--- src/rtl/bus_arbiter.sv ---
// Two-master round-robin bus arbiter with bounded hold time, bus mux and
// routing of the one-cycle-latency read data back to the master that issued the read.
module bus_arbiter #(
    parameter int ADDR_W   = 32,
    parameter int DATA_W   = 32,
    parameter int MAX_HOLD = 16,
    parameter int HOLD_W   = 5
) (
    input  logic              clk,
    input  logic              reset,
    input  logic              m0Req,
    input  logic              m0Lock,
    input  logic              m0We,
    input  logic [ADDR_W-1:0] m0Addr,
    input  logic [DATA_W-1:0] m0WData,
    output logic              m0Gnt,
    output logic [DATA_W-1:0] m0RData,
    output logic              m0RValid,
    input  logic              m1Req,
    input  logic              m1Lock,
    input  logic              m1We,
    input  logic [ADDR_W-1:0] m1Addr,
    input  logic [DATA_W-1:0] m1WData,
    output logic              m1Gnt,
    output logic [DATA_W-1:0] m1RData,
    output logic              m1RValid,
    output logic [ADDR_W-1:0] busAddress,
    output logic              busWriteEnable,
    output logic [DATA_W-1:0] busDataIn,
    input  logic [DATA_W-1:0] busDataOut
);

    typedef enum logic [1:0] {IDLE, OWN0, OWN1} state_t;

    localparam logic [HOLD_W-1:0] HOLD_LAST = HOLD_W'(MAX_HOLD - 1);

    state_t            state_q, state_d;
    logic              rrPtr_q, rrPtr_d;
    logic [HOLD_W-1:0] holdCnt_q, holdCnt_d;
    logic              rdValid_q, rdValid_d;
    logic              rdTag_q, rdTag_d;

    logic   acc0, acc1;
    logic   ownerIsOne, ownReq, otherReq, ownLock;
    state_t otherState;

    assign m0Gnt = (state_q == OWN0);
    assign m1Gnt = (state_q == OWN1);
    assign acc0  = m0Gnt & m0Req;
    assign acc1  = m1Gnt & m1Req;

    assign busAddress     = acc0 ? m0Addr  : (acc1 ? m1Addr  : '0);
    assign busDataIn      = acc0 ? m0WData : (acc1 ? m1WData : '0);
    assign busWriteEnable = (acc0 & m0We) | (acc1 & m1We);

    // Read data is steered by the tag of the read accepted in the previous cycle.
    assign m0RValid = rdValid_q & ~rdTag_q;
    assign m1RValid = rdValid_q & rdTag_q;
    assign m0RData  = m0RValid ? busDataOut : '0;
    assign m1RData  = m1RValid ? busDataOut : '0;

    assign ownerIsOne = (state_q == OWN1);
    assign ownReq     = ownerIsOne ? m1Req  : m0Req;
    assign otherReq   = ownerIsOne ? m0Req  : m1Req;
    assign ownLock    = ownerIsOne ? m1Lock : m0Lock;
    assign otherState = ownerIsOne ? OWN0   : OWN1;

    always_comb begin
        state_d   = state_q;
        rrPtr_d   = rrPtr_q;
        holdCnt_d = holdCnt_q;
        rdValid_d = (acc0 & ~m0We) | (acc1 & ~m1We);
        rdTag_d   = acc1;
        case (state_q)
            IDLE: begin
                if (m0Req && m1Req) begin
                    state_d   = rrPtr_q ? OWN1 : OWN0;
                    rrPtr_d   = ~rrPtr_q;
                    holdCnt_d = '0;
                end else if (m0Req) begin
                    state_d   = OWN0;
                    rrPtr_d   = 1'b1;
                    holdCnt_d = '0;
                end else if (m1Req) begin
                    state_d   = OWN1;
                    rrPtr_d   = 1'b0;
                    holdCnt_d = '0;
                end
            end
            OWN0, OWN1: begin
                if (!ownReq) begin
                    state_d   = otherReq ? otherState : IDLE;
                    rrPtr_d   = ~ownerIsOne;
                    holdCnt_d = '0;
                end else if (otherReq && !ownLock && holdCnt_q == HOLD_LAST) begin
                    state_d   = otherState;
                    rrPtr_d   = ~ownerIsOne;
                    holdCnt_d = '0;
                end else if (otherReq) begin
                    // Saturate so a locked owner is preempted right after unlocking.
                    holdCnt_d = (holdCnt_q == HOLD_LAST) ? holdCnt_q : holdCnt_q + HOLD_W'(1);
                end else begin
                    holdCnt_d = '0;
                end
            end
            default: begin
                state_d = IDLE;
            end
        endcase
    end

    always_ff @(posedge clk or posedge reset) begin
        if (reset) begin
            state_q   <= IDLE;
            rrPtr_q   <= 1'b0;
            holdCnt_q <= '0;
            rdValid_q <= 1'b0;
            rdTag_q   <= 1'b0;
        end else begin
            state_q   <= state_d;
            rrPtr_q   <= rrPtr_d;
            holdCnt_q <= holdCnt_d;
            rdValid_q <= rdValid_d;
            rdTag_q   <= rdTag_d;
        end
    end

endmodule

--- config.mk ---
export PLATFORM = sky130hd
export DESIGN_NAME = bus_arbiter
export DESIGN_NICKNAME = d
export VERILOG_FILES = /design/src/rtl/bus_arbiter.sv
export SDC_FILE = /design/constraint.sdc
export NUM_CORES = 1
export LEC_CHECK = 0
export BUFFER_PORTS_ARGS = -buffer_cell sky130_fd_sc_hd__buf_2
export CAP_MARGIN = 20
export CORE_AREA = 3 3 116 118
export DETAILED_ROUTE_END_ITERATION = 8
export DIE_AREA = 0 0 119 121
export GPL_TIMING_DRIVEN = 1
export HOLD_SLACK_MARGIN = 0.02
export SYNTH_ARGS = -nofsm -noshare
export SYNTH_HDL_FRONTEND = slang
export SYNTH_SLANG_ARGS = --single-unit
--- constraint.sdc ---
create_clock -name clk -period 4.2 [get_ports clk]
set_input_delay 0.42 -clock clk [delete_from_list [all_inputs] [get_ports clk]]
set_output_delay 0.42 -clock clk [all_outputs]
set_load 0.01 [all_outputs]
=== Word level (Yosys, flattened, before mapping) ===
Cells that the tools add are included.
Widths: inputs -> output; s select.

* Bits in registers: 10
* Bits of input ports: 168
* Output and inout bits: 133
* Word-level logic and storage cells: 69

* Add/subtract/negate cells: 1
* Equality and inequality tests: 6
* Muxes and demuxes: 32
* Bitwise gates (word level): 15
* Reduce and logical (&&, ||, !) cells: 10

{| class="wikitable"
|+ Operator list
! cell !! count
|-
| $mux 32 || 6
|-
| $mux 5 || 7
|-
| $mux 2 || 8
|-
| $pmux 5 s2 || 1
|-
| $and 1x1->1 || 8
|-
| $mux 1 || 8
|-
| $reduce_and 3->1 || 2
|-
| $add 5x1->5 const B || 1
|-
| $eq 5x4->1 const B || 1
|-
| $ne 5x5->1 const B || 1
|-
| $not 1->1 || 5
|-
| $ne 4x4->1 const B || 1
|-
| $pmux 2 s2 || 1
|-
| $logic_and 1x1->1 || 3
|-
| $ne 3x3->1 const B || 1
|-
| $eq 2x1->1 const B || 1
|-
| $eq 2x2->1 const B || 1
|-
| $logic_not 2->1 || 1
|-
| $or 1x1->1 || 2
|-
| $pmux 1 s2 || 1
|-
| $reduce_and 2->1 || 1
|-
| $reduce_bool 2->1 || 1
|-
| $reduce_or 2->1 || 1
|-
| $logic_not 1->1 || 1
|}

=== Longest topological paths before layout ===
Gate-level depths: netlist (run 1).

* Word-level depth: 8
* Gate-level depth with buffers: 7
* Gate-level depth less buffers: 7

=== Least setup slack after synthesis (run 1) ===
OpenSTA, ideal clock, no wires.

* Kind: register to output
* Start: register state_q[1]
* End: output busAddress[10]
* Data arrival time: 1.485 ns
* Required time: 3.780 ns
* Setup slack: 2.295 ns
* Cell stages (with the launch flop): 7
* Buffers on the path: 1
* Path through: dfrtp_1 -> inv_1 -> ha_1 -> and2_1 -> nor2_2 -> buf_2 -> a22o_1

* Elaborated cells on any way between the ends: 6

{| class="wikitable"
|+ RTL lines
! element !! line !! text
|-
| from (decl) || 37 || <nowiki>state_t state_q, state_d;</nowiki>
|-
| from (signal assigned) || 120 || <nowiki>state_q <= state_d;</nowiki>
|-
| $eq 2x1->1 || 47 || <nowiki>assign m0Gnt = (state_q == OWN0);</nowiki>
|-
| via m0Gnt || 16 || <nowiki>output logic m0Gnt,</nowiki>
|-
| $and 1x1->1 || 49 || <nowiki>assign acc0 = m0Gnt & m0Req;</nowiki>
|-
| $mux 32 || 52 || <nowiki>assign busAddress = acc0 ? m0Addr : (acc1 ? m1Addr : '0);</nowiki>
|-
| to (decl) || 27 || <nowiki>output logic [ADDR_W-1:0] busAddress,</nowiki>
|}

The timed path passes the listed nets, and every way through them passes these cells.

=== Final worst setup path (run 1) ===
* Start: register state_q[0]
* End: output busDataIn[9]

* Word-level cells in the longest chain between the ends: 4
* Elaborated cells on any way between the ends: 6

{| class="wikitable"
|+ Ends and longest elaborated chain
! element !! line !! text
|-
| $eq 2x2->1 || 48 || <nowiki>assign m1Gnt = (state_q == OWN1);</nowiki>
|-
| $and 1x1->1 || 50 || <nowiki>assign acc1 = m1Gnt & m1Req;</nowiki>
|-
| $mux 32 || 53 || <nowiki>assign busDataIn = acc0 ? m0WData : (acc1 ? m1WData : '0);</nowiki>
|-
| $mux 32 (*) || 53 ||
|-
| to (decl) || 29 || <nowiki>output logic [DATA_W-1:0] busDataIn,</nowiki>
|}

Mark *: on every way between the ends. The rest lies on a longest branch, timed or not.

==> results of run 1 <==
## cell type report
type / instances / area, µm²
Multi-Input combinational cell: 187 / 1420
Inverter: 8 / 30.0
Antenna cell: 1 / 2.50
Tap cell: 172 / 215
Fill cell: 1366 / 9050
Sequential cell: 10 / 250
Timing Repair Buffer: 303 / 1520
Clock buffer: 3 / 75.1
## metrics by stage
stage               setup slack [ns]  cells
finish                          1.17    684
detailed placement              1.44    680
global route                   0.945    683
global placement                1.50    680
floorplan                       2.29    228
CTS                             1.19    683
## sequential cells by signal (all words and copies together) (netlist names)
name and cells:
state_q 2, rrPtr_q 1, holdCnt_q 5, rdValid_q 1
rdTag_q 1
## cells in the final DEF, fill, tap and decap left out, types with 3 or more instances in the layout
master,netlist,routed
and3_1,33,33
clkbuf_16,0,3
a21oi_1,4,4
buf_4,0,3
a22o_1,68,68
buf_2,13,300
and2_1,34,33
dfrtp_1,10,10
inv_1,8,8
nor2b_1,5,5
ha_1,7,7
nand2_1,6,6
## power by group through the flow
stage	combinational, mW	clock (mW)	sequential (mW)
after floorplan	0.617	0	0.140
after global placement	0.954	0	0.177
after detailed placement	0.950	0	0.178
after CTS	0.956	0.171	0.176
after global routing	1.04	0.175	0.182
final	0.950	0.166	0.173
## worst reg2reg max path: cells and delay by family (launching register included)
family | cells | cell delay [ns]
simple gates | 2 | 0.25
flops | 1 | 0.38
compound gates | 2 | 0.62
mux | 1 | 0.34
fa+ha+maj | 2 | 0.39
## worst max path at each step
stage	cells after the start	end	slack, ns
2_1_floorplan	6	busAddress[10]	2.29
3_3_place_gp	7	busDataIn[8]	1.50
3_5_place_dp	7	busDataIn[4]	1.44
4_1_cts	7	busDataIn[15]	1.19
5_1_grt	7	busDataIn[3]	0.95
6_report	7	busDataIn[9]	1.17
## metal layers
metal  vias to the layer above  global-route usage  part of all wire
met5                         -                   0            0.0065
met4                        14              0.0210             0.010
met3                        22              0.0653              0.14
met2                       170               0.225              0.47
met1                      1360               0.167              0.37
li1                       1439                   -                 -
## logic make-up (layout without fill, tap and decap cells)
family                   Yosys count  after routing  synth area share
AO/OA/AOI/OAI                     87             87             0.414
adder cells (fa/ha/maj)            7              7            0.0487
multiplexers                       4              4            0.0237
buffers and inverters             31            314            0.0738
other                              0              1                 0
AND/OR/NAND/NOR                   89             89             0.300
flip-flops                        10             10             0.139
==> flow_summary.ini, run 1 <==
[timing]
hold_ws_ns = 0.167
timing.final.max_slew_violations = 0
finalSetupTns_ns = 0
timing.final.crit_share = 0.721
setup_viol = 0
max-slew-margin-rel = 0.384
tightest_slew_ns = 0.922
finalClockSkew_ns = 0.000605
hold_viol_final = 0
finalCriticalPeriod_ns = 3.03
grt_setup_unrepaired = false
clock.fmax_mhz = 330

[detailed_routing]
ant_nets = 0
vias = 3005
wl_um = 11400
wl_per_cell_um = 16.6
drt_iter0_drc = 155
viasPerCell = 4.39
dr.pass1.iters = 4
drc_errors = 0

[critical_path]
end_kind = primary output
r2r-start = holdCnt_q[0]$_DFFE_PP0P_
r2r_end = state_q[1]$_DFFE_PP0P_
ff2ff_setup_slack_ns = 2.11
crit_chain = inv_1 -> ha_1 -> nand2_1 -> nor2_4 -> buf_4 -> a22o_1 -> buf_2
startpoint = state_q[0]$_DFFE_PP0P_
critPathKind = reg2out
crit_buf_inv = 3
cp_max_fo = 43
worstPathRequired_ns = 3.78
cp-start-kind = flop
critical_path.top_delay_family = simple AND/OR/NAND/NOR gates
r2r.worst_path.cells = 7
slowest_stage = nor2_4
slowest_delay_ns = 0.74
arrival_ns = 2.61

[power_and_ir_drop]
p_clk_frac = 0.129
total_power_mw = 1.29
power_density_nw_per_um2 = 366
swShare = 0.474
switchingPower_mw = 0.611
peakVddDrop_v = 0.000200
p_int_mw = 0.677
combinationalPowerShare = 0.737
power_leakage_nw = 2.29
power_frac_seq = 0.134

[synthesis]
synth_top_area_frac = 0.331
synthTopCellsByCount = 68 x a22o_1, 34 x and2_1, 33 x and3_1, 13 x buf_2
synth_top_area_cell = a22o_1
syn_inst = 228
yosys-top-cells-area = a22o_1 33%, dfrtp_1 14%, and2_1 12%, and3_1 11%, ha_1 4.9%
netlist_area_um2 = 1800
syn_area_per_cell_um2 = 7.88
synth_edf_count = 0
yosysSeqAreaShare = 0.139
synth-seq-cells = 10
synth_ff_type = dfrtp_1
yosysMostFrequentCell = a22o_1
async_flop_share = 1.00
syn_nets = 403
yosysWarnings = 0
synth_cell_types = 35

[status]
status = completed

[clock_network]
cts_resized = 0
cts_setup_buffers = 0
path_clk_slew_ns = 0.04
htree_levels = 1
insertion_delay_ns = 0.23
cts_root_buf = clkbuf_16
clockBufferDepth = 2
cts_tree = done
hold_buffers = 0
numCtsBuffers = 3
cts_num_sinks = 10

[global_routing]
grt_first_pass_wirelength_um = 15400
grt_use_total = 0.137
grt_pass1_vias = 2577
grt_overflow = 0
grt_antenna_before_repair = 7
grt_max_degree = 66

[placed_design]
io_buffers = 300
dpl_cell_area_um2 = 3440
place.gp.congestion = 0.806
dp_hpwl_um = 9800

[die]
dieHeight_um = 121
fp.dieW_um = 119
rows = 41
coreArea_um2 = 12600
io_pins = 301
start_util = 0.143
die_area_um2 = 14400

[finish]
fin_area_um2 = 3520
post-route-util = 0.280
nNetsFinal = 688
area_delta_synth_final_pct = 95.8
drive_above_1_share = 0.613

[hold_path]
hold_path_class = in2async

[run]
drv_cap = 0
(Power assumes the default switching activity.)
==> run 2, diff against run 1 <==
Settings changed: CORE_AREA 3 3 116 118 to 3 3 115 117, DIE_AREA 0 0 119 121 to 0 0 118 120.
Clock period 4.2 ns to 3 ns, I/O delays scaled along.
==> run 2 against run 1 <==
Net effect: setup slack got worse by 0.45 ns; sequential cell count did not move; final area rose by 1.7%; non-clock buffer count rose by 2; register-to-register slack got worse by 1.3 ns; via count fell by 2.2%; critical path type unchanged; largest cell class unchanged.
==> flow_summary.ini, run 2 (synthesized netlist as in run 1, its figures left out) <==
[detailed_routing]
dr.pass1.iters = 4
wl_um = 10600
ant_nets = 0
highest_layer = met5
wl_per_cell_um = 15.4
viasPerCell = 4.26
drc_errors = 0
met1Wirelength_um = 3990
vias = 2940
dr_wl_met2_um = 4790
drt_iter0_drc = 135
wl_met3_um = 1660

[clock_network]
htree_levels = 1
cts_num_sinks = 10
numCtsBuffers = 3
path_clk_slew_ns = 0.04
cts_root_buf = clkbuf_16
cts_resized = 0
insertion_delay_ns = 0.23
hold_buffers = 0
cts_tree = done
cts_setup_buffers = 0
clockBufferDepth = 2

[finish]
layout_commonest_cell = buf_2
nNetsFinal = 690
post-route-util = 0.287
regMostFlops = holdCnt_q
area_delta_synth_final_pct = 99.2
top_regs = holdCnt_q: 5 flops, state_q: 2 flops
layout_common_cells = 300 x buf_2, 68 x a22o_1, 33 x and2_1, 33 x and3_1, 10 x dfrtp_1
final_cells = 690
drive_above_1_share = 0.615
largest_register_ffs = 5

[timing]
grt_setup_unrepaired = false
timing.final.max_slew_violations = 0
hold_viol_final = 0
tightest_slew_ns = 0.474
finalSetupTns_ns = 0
max-slew-margin-rel = 0.684
hold_ws_ns = 0.0464
finalCriticalPeriod_ns = 2.28
timing.final.crit_share = 0.760
finalClockSkew_ns = 0.00133
setup_viol = 0
clock.fmax_mhz = 439

[global_routing]
grt_first_pass_wirelength_um = 14800
grt_max_degree = 66
grt_overflow = 0
grt_antenna_before_repair = 14
grt_pass1_vias = 2567
grt_use_total = 0.130

[die]
dieHeight_um = 120
die_area_um2 = 14200
io_pins = 301
fp.dieW_um = 118
coreArea_um2 = 12500
rows = 41
start_util = 0.144

[critical_path]
slowest_delay_ns = 0.39
slowest_stage = dfrtp_1
end_kind = primary output
worstPathRequired_ns = 2.70
cp-start-kind = flop
crit_buf_inv = 3
crit_chain = inv_1 -> ha_1 -> nand2_1 -> nor2_4 -> buf_12 -> a22o_1 -> buf_2
critical_path.top_delay_family = buffers and inverters
cp_max_fo = 64
arrival_ns = 1.98
critPathKind = reg2out

[status]
status = completed

[placed_design]
dp_hpwl_um = 9130
io_buffers = 300
placed_cells = 682
place.gp.congestion = 0.796

[power_and_ir_drop]
peakVddDrop_v = 0.000412
power_density_nw_per_um2 = 517
power_leakage_nw = 2.31

[run]
drv_cap = 0

[hold_path]
hold_path_class = in2async
run 2: changes by cell type in the layout (fill, tap and decap cells not counted):
cell,delta
diode_2,+3
buf_12,+2
clkbuf_8,+1
run 2: through the flow:
stage / setup WS, ns / instance area [µm²] / power, mW
after detailed placement: 0.890 / 3480 / 1.59
final: 0.721 / 3580 / 1.85
after global routing: 0.599 / 3580 / 1.99
after floorplan: 1.11 / 1800 / 1.06
after CTS: 0.755 / 3570 / 1.86
after global placement: 0.963 / 3480 / 1.60
run 2: metal layers:
| layer | GRT usage | vias to the layer above |
|---|---|---|
| met2 | 0.209 | 170 |
| met5 | 0 | - |
| met4 | 0.00879 | 20 |
| li1 | - | 1455 |
| met3 | 0.0957 | 22 |
| met1 | 0.144 | 1273 |
run 2: cell type report:
class	count	area, µm²
sequential	10	250
clock buffer	4	88.8
timing repair buffer	305	1560
fill	1365	8890
tap	172	215
inverter	8	30.0
antenna	4	10.0
multi-input combinational	187	1420
run 2: worst register-to-register path: stages (launching register included):
cell and delay [ns]:
dfrtp_1 0.39, inv_1 0.13, ha_1 0.37, mux2i_1 0.28, o221ai_2 0.24, a2111oi_1 0.51
a221o_1 0.17
run 2: path summary, 6_finish.rpt:
path | from | end | slack [ns] | cells past startpoint
max | state_q[0]$_DFFE_PP0P_ | busAddress[30] | 0.72 | 7
min | reset | holdCnt_q[3]$_DFFE_PP0P_ | 0.05 | 2
max reg2reg | state_q[0]$_DFFE_PP0P_ | holdCnt_q[2]$_DFFE_PP0P_ | 0.86 | 6
min reg2reg | rrPtr_q$_DFFE_PP0P_ | rrPtr_q$_DFFE_PP0P_ | 0.49 | 1
max in group asynchronous | reset | holdCnt_q[1]$_DFFE_PP0P_ | 2.67 | 2
min in group clk | m0We | rdValid_q$_DFF_PP0_ | 0.29 | 2
run 2: where the power goes:
part | switching (mW) | internal [mW] | leakage [nW]
clock network | 0.0584 | 0.200 | 0.0442
logic | 0.769 | 0.629 | 2.13
registers | 0.0232 | 0.170 | 0.133
